### config.mk
export PLATFORM = sky130hd
export DESIGN_NAME = expr_check_arbiter
export DESIGN_NICKNAME = d
export VERILOG_FILES = /design/src/rtl/expr_check_arbiter.sv
export SDC_FILE = /design/constraint.sdc
export NUM_CORES = 1
export LEC_CHECK = 0
export CORE_MARGIN = 2
export CORE_UTILIZATION = 40
export DETAILED_ROUTE_END_ITERATION = 10
export PLACE_DENSITY = 0.55
export SLEW_MARGIN = 20
export SYNTH_ARGS = -nofsm -noshare
export SYNTH_HDL_FRONTEND = slang
export SYNTH_SLANG_ARGS = --single-unit
### constraint.sdc
create_clock -name clk -period 3.2 [get_ports clk]
set_input_delay 0.64 -clock clk [delete_from_list [all_inputs] [get_ports clk]]
set_output_delay 0.64 -clock clk [all_outputs]
set_load 0.1 [all_outputs]
### src/rtl/expr_check_arbiter.sv
// Two-requester front end for a shared single-pass expression recognizer: buffer, clear, stream, sample, respond.
// Optional statistics counters are built when EXPR_STATS_EN is defined.
module expr_check_arbiter #(
   parameter int unsigned MAX_LEN = 16,
   parameter int unsigned CNT_W   = 16
) (
   input  logic             clk,
   input  logic             clr,
   input  logic             req0_valid,
   input  logic [7:0]       req0_data,
   input  logic             req0_last,
   output logic             req0_ready,
   input  logic             req1_valid,
   input  logic [7:0]       req1_data,
   input  logic             req1_last,
   output logic             req1_ready,
   output logic             resp_valid,
   input  logic             resp_ready,
   output logic             resp_id,
   output logic             resp_match,
   output logic             resp_err,
   output logic             chk_clr,
   output logic [7:0]       chk_in,
   input  logic             chk_out,
   output logic             busy
`ifdef EXPR_STATS_EN
   ,
   output logic [CNT_W-1:0] cnt_match,
   output logic [CNT_W-1:0] cnt_reject,
   output logic [CNT_W-1:0] cnt_err
`endif
);

   localparam int unsigned    AW    = $clog2(MAX_LEN);
   localparam int unsigned    PW    = $clog2(MAX_LEN + 1);
   localparam logic [PW-1:0]  LEN_P = PW'(MAX_LEN);
   localparam logic [PW-1:0]  ONE_P = PW'(1);

   localparam logic [2:0] S_IDLE   = 3'd0;
   localparam logic [2:0] S_LOAD   = 3'd1;
   localparam logic [2:0] S_CLEAR  = 3'd2;
   localparam logic [2:0] S_STREAM = 3'd3;
   localparam logic [2:0] S_SAMPLE = 3'd4;
   localparam logic [2:0] S_RESP   = 3'd5;

   if (MAX_LEN < 2 || MAX_LEN > 256 || CNT_W < 1) begin : g_cfg_check
      $error("expr_check_arbiter: MAX_LEN must be 2..256 and CNT_W must be >= 1");
   end

   logic [2:0]    state_q, state_d;
   logic          rr_next_q, rr_next_d;
   logic          grant_q, grant_d;
   logic [PW-1:0] wr_ptr_q, wr_ptr_d;
   logic [PW-1:0] rd_ptr_q, rd_ptr_d;
   logic          ovf_q, ovf_d;
   logic          resp_valid_q, resp_valid_d;
   logic          resp_match_q, resp_match_d;
   logic          resp_err_q, resp_err_d;
   logic          chk_clr_q, chk_clr_d;
   logic [7:0]    mem_q [MAX_LEN];
   logic          mem_we;

   logic          sel_valid;
   logic [7:0]    sel_data;
   logic          sel_last;
   logic          resp_hs;

   assign sel_valid = grant_q ? req1_valid : req0_valid;
   assign sel_data  = grant_q ? req1_data  : req0_data;
   assign sel_last  = grant_q ? req1_last  : req0_last;
   assign resp_hs   = resp_valid_q && resp_ready;

   always_comb begin
      state_d      = state_q;
      rr_next_d    = rr_next_q;
      grant_d      = grant_q;
      wr_ptr_d     = wr_ptr_q;
      rd_ptr_d     = rd_ptr_q;
      ovf_d        = ovf_q;
      resp_match_d = resp_match_q;
      resp_err_d   = resp_err_q;
      mem_we       = 1'b0;

      case (state_q)
         S_IDLE: begin
            if (req0_valid || req1_valid) begin
               grant_d   = (req0_valid && req1_valid) ? rr_next_q : req1_valid;
               rr_next_d = ~grant_d;
               state_d   = S_LOAD;
            end
         end
         S_LOAD: begin
            if (sel_valid) begin
               if (wr_ptr_q < LEN_P) begin
                  mem_we   = 1'b1;
                  wr_ptr_d = wr_ptr_q + ONE_P;
               end else begin
                  ovf_d = 1'b1;
               end
               // The closing byte itself may be the one that overflows.
               if (sel_last) begin
                  if (ovf_q || (wr_ptr_q == LEN_P)) begin
                     resp_match_d = 1'b0;
                     resp_err_d   = 1'b1;
                     state_d      = S_RESP;
                  end else begin
                     state_d = S_CLEAR;
                  end
               end
            end
         end
         S_CLEAR: begin
            rd_ptr_d = '0;
            state_d  = S_STREAM;
         end
         S_STREAM: begin
            rd_ptr_d = rd_ptr_q + ONE_P;
            if (rd_ptr_q == (wr_ptr_q - ONE_P)) begin
               state_d = S_SAMPLE;
            end
         end
         S_SAMPLE: begin
            resp_match_d = chk_out;
            resp_err_d   = 1'b0;
            state_d      = S_RESP;
         end
         S_RESP: begin
            if (resp_hs) begin
               wr_ptr_d = '0;
               ovf_d    = 1'b0;
               state_d  = S_IDLE;
            end
         end
         default: state_d = S_IDLE;
      endcase

      // resp_valid trails entry into RESP by one cycle; the recognizer stays out of clear through SAMPLE.
      resp_valid_d = (state_q == S_RESP) && !resp_hs;
      chk_clr_d    = !((state_d == S_STREAM) || (state_d == S_SAMPLE));
   end

   always_ff @(posedge clk or posedge clr) begin
      if (clr) begin
         state_q      <= S_IDLE;
         rr_next_q    <= 1'b0;
         grant_q      <= 1'b0;
         wr_ptr_q     <= '0;
         rd_ptr_q     <= '0;
         ovf_q        <= 1'b0;
         resp_valid_q <= 1'b0;
         resp_match_q <= 1'b0;
         resp_err_q   <= 1'b0;
         chk_clr_q    <= 1'b1;
      end else begin
         state_q      <= state_d;
         rr_next_q    <= rr_next_d;
         grant_q      <= grant_d;
         wr_ptr_q     <= wr_ptr_d;
         rd_ptr_q     <= rd_ptr_d;
         ovf_q        <= ovf_d;
         resp_valid_q <= resp_valid_d;
         resp_match_q <= resp_match_d;
         resp_err_q   <= resp_err_d;
         chk_clr_q    <= chk_clr_d;
      end
   end

   always_ff @(posedge clk) begin
      if (mem_we) begin
         mem_q[wr_ptr_q[AW-1:0]] <= sel_data;
      end
   end

   assign req0_ready = (state_q == S_LOAD) && !grant_q;
   assign req1_ready = (state_q == S_LOAD) &&  grant_q;
   assign resp_valid = resp_valid_q;
   assign resp_id    = grant_q;
   assign resp_match = resp_match_q;
   assign resp_err   = resp_err_q;
   assign chk_clr    = chk_clr_q;
   assign chk_in     = (state_q == S_STREAM) ? mem_q[rd_ptr_q[AW-1:0]] : '0;
   assign busy       = (state_q != S_IDLE);

`ifdef EXPR_STATS_EN
   localparam logic [CNT_W-1:0] CNT_ONE = CNT_W'(1);

   logic [CNT_W-1:0] cnt_match_q, cnt_reject_q, cnt_err_q;

   always_ff @(posedge clk or posedge clr) begin
      if (clr) begin
         cnt_match_q  <= '0;
         cnt_reject_q <= '0;
         cnt_err_q    <= '0;
      end else if (resp_hs) begin
         if (resp_err_q) begin
            if (cnt_err_q != '1) cnt_err_q <= cnt_err_q + CNT_ONE;
         end else if (resp_match_q) begin
            if (cnt_match_q != '1) cnt_match_q <= cnt_match_q + CNT_ONE;
         end else begin
            if (cnt_reject_q != '1) cnt_reject_q <= cnt_reject_q + CNT_ONE;
         end
      end
   end

   assign cnt_match  = cnt_match_q;
   assign cnt_reject = cnt_reject_q;
   assign cnt_err    = cnt_err_q;
`endif

endmodule
==> run summary, run 1 <==
fraction of layout cells with a size suffix above 1 = 26.5%
crit path time final = 3.06 ns
Fin. Hold Viols = 0
antenna violations before repair = 0
Synth area leaders = edfxtp_1, mux4_2, dfrtp_1
clk_skew = 0.00687 ns
sw frac = 38.5%
Yosys cell types = 47
n_diodes = 0
Syn Nets = 392
TritonCTS clock tree = built
Non-Filler Instances = 648
crit share post-route = 95.8%
worst-path fanout max = 9
Mean Syn Cell Area = 17.3 µm²
register area = 4350 µm²
PwrDens = 986 nW/µm²
vias in the first global route = 3357
Hold WS = 0.494 ns
RSZ-0062 raised after global routing = false
Routed WL per cell = 19.2 µm
Total GRT Usage = 16.0%
area leader, netlist = edfxtp_1
Residual DRC = 0
GP Congestion = 0.730
Antenna Nets Post-Route = 0
DIE AREA = 16700 µm²
fmax = 326 MHz
clock root buffer master = clkbuf_16
Final WS setup = 0.135 ns
synth-to-layout area growth = 21.9%
clk slew on worst S/H paths = 0.06 ns
clock buffers created by TritonCTS = 17
Die X = 129 µm
main flop type after synthesis = edfxtp_1
first-pass GRT wire length = 19500 µm
max incr delay on CP = 0.48 ns
CP max stage cell = or3_1
CORE AREA = 15300 µm²
post-synthesis async set-or-reset flop share = 13.5%
Rows = 45
register area share after synthesis = 69.3%
final slew viol count = 0
switching component of the power = 2900 µW
worst min-delay path class = flip-flop to flip-flop
Initial DRC Count = 261
Crit Path Category = flip-flop to output pin
EDFF count, synth = 128
IO buf count = 39
I/O pin total = 40
CTS Buffer Depth = 2
Yosys top cell area share = 61.3%
cell area after synthesis = 6270 µm²
clock share of power = 25.2%
# H-tree levels = 4
Worst-Skew Late Latency = 0.41 ns
relative slew slack = 45.7%
grt ovf = 0
Worst-Margin Slew = 0.813 ns
post-DP HPWL = 8220 µm
register bit total from synthesis = 148
initial core utilization = 41.1%
Max VDD drop = 563 µV
status = complete, no violations
internal power = 4640 µW
Setup TNS = 0 ns
area of the multi-input gates = 1800 µm²
chip height = 129 µm
worst-path cell chain = and2b_2 > inv_4 > or3_1 > o22ai_1 > buf_12
setup bufs post-CTS = 0
# fillers = 1250
P_leak = 0.00261 µW
required time of the critical path = 2.56 ns
Setup WS pre-CTS = 0.470 ns
total wire length = 12400 µm
final-report setup violation count = 0
sequential share of power = 34.1%
max-cap viol count = 0
Worst Path Arrival = 2.42 ns
Synth Instances = 363
placed insts = 616
fin util = 50.1%
detailed-route vias per instance = 5.21
router iterations before antenna repair = 6
Sink Count = 148
Layout Nets = 453
total number of vias = 3373
Crit. End Element = output pin
Startpoint Class = flip-flop
Gate power share = 40.7%
YS warnings = 0
largest net degree at the start of global routing = 40
==> synthesized netlist by cell type, types with 4 or more instances <==
cell      number
xnor2_1        5
clkbuf_1       4
inv_1          6
buf_2          6
mux4_2        32
o21ai_0        7
a21oi_1        7
edfxtp_1     128
nand2_1       22
dfrtp_1       19
nand3_1       12
buf_4          5
nand2b_1       5
mux2_2         9
nor3_1         6
mux2i_1       20
ha_1           5
o22ai_1        8
nor2_1        17
==> metal layers <==
layer / vias to the layer above / GRT usage [%] / wire, µm
met5: - / 0 / 0
met1: 1733 / 23.0 / 5950
met3: 14 / 3.63 / 421
met4: 0 / 4.99 / 163
met2: 62 / 24.7 / 5900
li1: 1564 / - / -
==> through the flow <==
step / cell area, µm² / power [µW]
2_1_floorplan: 6270 / 4780
3_3_place_gp: 7060 / 5670
3_5_place_dp: 7060 / 5700
4_1_cts: 7630 / 7600
5_1_grt: 7640 / 7870
6_report: 7640 / 7530
==> cell usage in the layout (no fill, tap or decap), types with 7 or more instances in the layout <==
master / netlist / routed
dfrtp_1: 19 / 18
buf_4: 5 / 26
nand2_1: 22 / 22
clkdlybuf4s50_1: 0 / 23
o21ai_0: 7 / 7
o22ai_1: 8 / 7
edfxtp_1: 128 / 128
nor2_1: 17 / 17
clkbuf_16: 0 / 17
nand3_1: 12 / 12
buf_12: 0 / 10
a21oi_1: 7 / 7
mux2_2: 9 / 9
mux2i_1: 20 / 20
mux4_2: 32 / 32
==> power groups by stage <==
stage | sequential [µW] | clock (µW) | combinational (µW)
floorplan | 2650 | 0 | 2120
finish | 2570 | 1900 | 3070
global route | 2600 | 2020 | 3250
CTS | 2570 | 1930 | 3090
detailed placement | 2610 | 0 | 3080
global placement | 2600 | 0 | 3070
==> worst max-delay path: cells and delay by family, from the launching register on <==
family	cells	cell delay, ns
AOI/OAI and AO/OA	1	0.40
DFF	1	0.47
buffers and inverters	2	0.31
and+or+nand+nor	2	0.83
==> cell families (layout without fill, tap and decap cells) <==
group	Yosys count	in the layout	share of synthesized area, %
simple gates	81	81	6.59
xor+xnor	6	6	0.838
fa+ha+maj	5	5	0.998
buf+inv	24	98	2.02
compound gates	38	38	3.91
mux	61	61	16.3
flops	148	148	69.3
==> repair_timing <==
action,in CTS,in global routing
gates resized for setup,0,2
hold buffers,0,0
endpoints found under the setup margin,0,5
==> worst paths after layout <==
kind	from	slack [ns]	end	depth (start not counted)
setup / recovery	state_q[2]	0.14	chk_in[6]	5
hold / removal	rr_next_q	0.49	rr_next_q	1
setup reg to reg	state_q[0]	0.94	mem_q[2][0]	5
hold reg to reg	rr_next_q	0.49	rr_next_q	1
max in group asynchronous	clr	1.96	rd_ptr_q[0]	2
min in group asynchronous	clr	0.69	rr_next_q	2
==> layout make-up <==
type,instances,share of cell area [%]
Sequential cell,148,56.9
Multi-Input combinational cell,191,23.6
Timing Repair Buffer,59,8.19
Clock buffer,17,5.57
Tap cell,211,3.46
Clock inverter,15,1.92
Inverter,7,0.377
==> state kept, by name (all words and copies together) (netlist names) <==
name,cells
state_q,3
resp_valid,1
resp_id,1
rr_next_q,1
mem_q,128
chk_clr,1
rd_ptr_q,5
resp_match,1
ovf_q,1
resp_err,1
wr_ptr_q,5
Note: power is estimated with default switching activity, not from simulation.
==> run 2, diff against run 1 <==
SKIP_CTS_REPAIR_TIMING = 1   (was default)
==> results of run 2 <==
Final layout, timing and power as in run 1 (identical DEF).
==> run 3, diff against run 2 <==
CORE_MARGIN = 1.5   (was 2)
==> run 3 against run 2 <==
- via count is essentially flat
- setup slack gained 0.019 ns
- final area grew 1.0%
- register-to-register slack lost 0.03 ns
- combinational power is essentially flat
==> run summary, run 3 (synthesis gave the netlist of run 1 again) <==
Crit Path Category = flip-flop to output pin
Worst-Margin Slew = 0.791 ns (-0.0220 ns)
synth-to-layout area growth = 23.1%
initial core utilization = 41.1% (unchanged)
fraction of layout cells with a size suffix above 1 = 26.8% (+0.23 points)
I/O pin total = 40 (unchanged)
CTS Buffer Depth = 2 (unchanged)
chip height = 128 µm (-0.77%)
IO buf count = 39 (unchanged)
CORE AREA = 15300 µm² (unchanged)
Sink Count = 148 (unchanged)
fmax = 328 MHz (+0.64%)
total number of vias = 3374 (+0.030%)
Worst-Skew Late Latency = 0.41 ns (about the same)
clock share of power = 27.3% (+2.1 points)
TritonCTS clock tree = built
R2R Setup Slk = 0.91 ns (-0.03 ns)
status = complete, no violations
GP Congestion = 0.754 (+3.3%)
vias in the first global route = 3511 (+4.6%)
sw frac = 36.8% (-1.7 points)
n_diodes = 0 (unchanged)
Worst Reg-to-Reg Cells = 5 (unchanged)
Non-Filler Instances = 648 (unchanged)
Rows = 45 (unchanged)
clk slew on worst S/H paths = 0.06 ns (about the same)
Layout Nets = 455 (+0.44%)
Gate power share = 39.4% (-1.3 points)
Worst Path Arrival = 2.41 ns (about the same)
RSZ-0062 raised after global routing = false
commonest non-fill, non-tap cell in the layout = edfxtp_1
# H-tree levels = 4 (unchanged)
largest net degree at the start of global routing = 40 (unchanged)
clk_skew = 0.00667 ns (-0.000201 ns)
crit share post-route = 95.2% (-0.61 points)
PwrDens = 1010 nW/µm² (+2.5%)
DIE AREA = 16400 µm² (-1.5%)
fin util = 50.6% (+0.50 points)
max-cap viol count = 0 (unchanged)
Die X = 128 µm (-0.77%)
switching component of the power = 2870 µW (-0.98%)
Routed WL per cell = 20.4 µm (+6.5%)
Antenna Nets Post-Route = 0 (unchanged)
relative slew slack = 47.2% (+1.5 points)
internal power = 4930 µW (+6.4%)
router iterations before antenna repair = 5 (-1)
max reg flops = 128 (unchanged)
Crit. End Element = output pin
total wire length = 13200 µm (+6.5%)
sequential share of power = 33.3% (-0.8 points)
worst-path fanout max = 9 (unchanged)
Residual DRC = 0 (unchanged)
Max VDD drop = 508 µV (-9.9%)
crit path time final = 3.05 ns (-0.0195 ns)
detailed-route vias per instance = 5.21 (about the same)
# fillers = 1249 (-0.080%)
clock root buffer master = clkbuf_16
Total GRT Usage = 17.7% (+1.6 points)
P_leak = 0.00265 µW (+1.3%)
Fin. Hold Viols = 0 (unchanged)
placed insts = 618 (+0.32%)
worst min-delay path class = flip-flop to flip-flop
required time of the critical path = 2.56 ns (about the same)
clock buffers created by TritonCTS = 17 (unchanged)
first-pass GRT wire length = 20800 µm (+6.5%)
post-DP HPWL = 8680 µm (+5.6%)
Startpoint Class = flip-flop
Initial DRC Count = 216 (-17%)
antenna violations before repair = 0 (unchanged)
final-report setup violation count = 0 (unchanged)
most frequent cells in the layout = edfxtp_1, mux4_2, buf_4
final slew viol count = 0 (unchanged)
WHS Path Cells = 2 (+1)
grt ovf = 0 (unchanged)
-- run 3: changes by cell type in the layout (fill, tap and decap cells not counted), sizes merged --
| cell | delta |
|---|---|
| clkinv | -3 |
| buf | +2 |
| clkinvlp | +1 |
| inv | -4 |
| bufinv | +4 |
-- run 3: final cells by class --
cell class,count,area [µm²],share of cell area [%]
inverters,7,28.8,0.373
repair buffers,61,641,8.30
flip-flops and latches,148,4350,56.3
well taps,211,264,3.42
clock buffers,17,425,5.51
clock inverters,13,208,2.69
multi-input cells,191,1800,23.4
-- run 3: layer usage --
| metal | part of all wire [%] | up-vias | GRT usage (%) |
|---|---|---|---|
| met5 | 0 | - | 0 |
| met4 | 1.3 | 0 | 6.41 |
| met3 | 6.0 | 14 | 3.92 |
| met2 | 49 | 85 | 28.0 |
| met1 | 44 | 1709 | 24.2 |
| li1 | - | 1566 | - |
-- run 3: critical path, stage by stage, from the launching register on --
cell and delay (ns):
dfrtp_1 0.46, and2b_2 0.34, inv_4 0.07, or3_1 0.48, o22ai_1 0.40, buf_12 0.23
-- run 3: path summary, 6_finish.rpt --
check,to,start
max reg2reg,mem_q[2][7],state_q[0]
min in group asynchronous,rr_next_q,clr
min,resp_err,resp_err
max,chk_in[6],state_q[2]
min reg2reg,resp_err,resp_err
max in group asynchronous,rd_ptr_q[0],clr
-- run 3: power groups by stage --
stage                     clock [µW]  sequential [µW]  combinational, µW
final                           2130             2600               3070
after global routing            2260             2620               3260
after CTS                       2160             2600               3100
after detailed placement           0             2640               3090
after global placement             0             2630               3080
after floorplan                    0             2650               2120
-- run 3: stage by stage --
step / power [µW] / hold WS (ns) / area (µm²) / setup TNS, ns / worst slack, ns
after floorplan: 4780 / 0.459 / 6270 / -1.09 / -0.138
after global placement: 5700 / 0.487 / 7080 / 0 / 0.551
after detailed placement: 5730 / 0.496 / 7080 / 0 / 0.510
after CTS: 7860 / 0.511 / 7710 / 0 / 0.0647
after global routing: 8140 / 0.535 / 7720 / 0 / 0.0333
final: 7800 / 0.507 / 7720 / 0 / 0.155
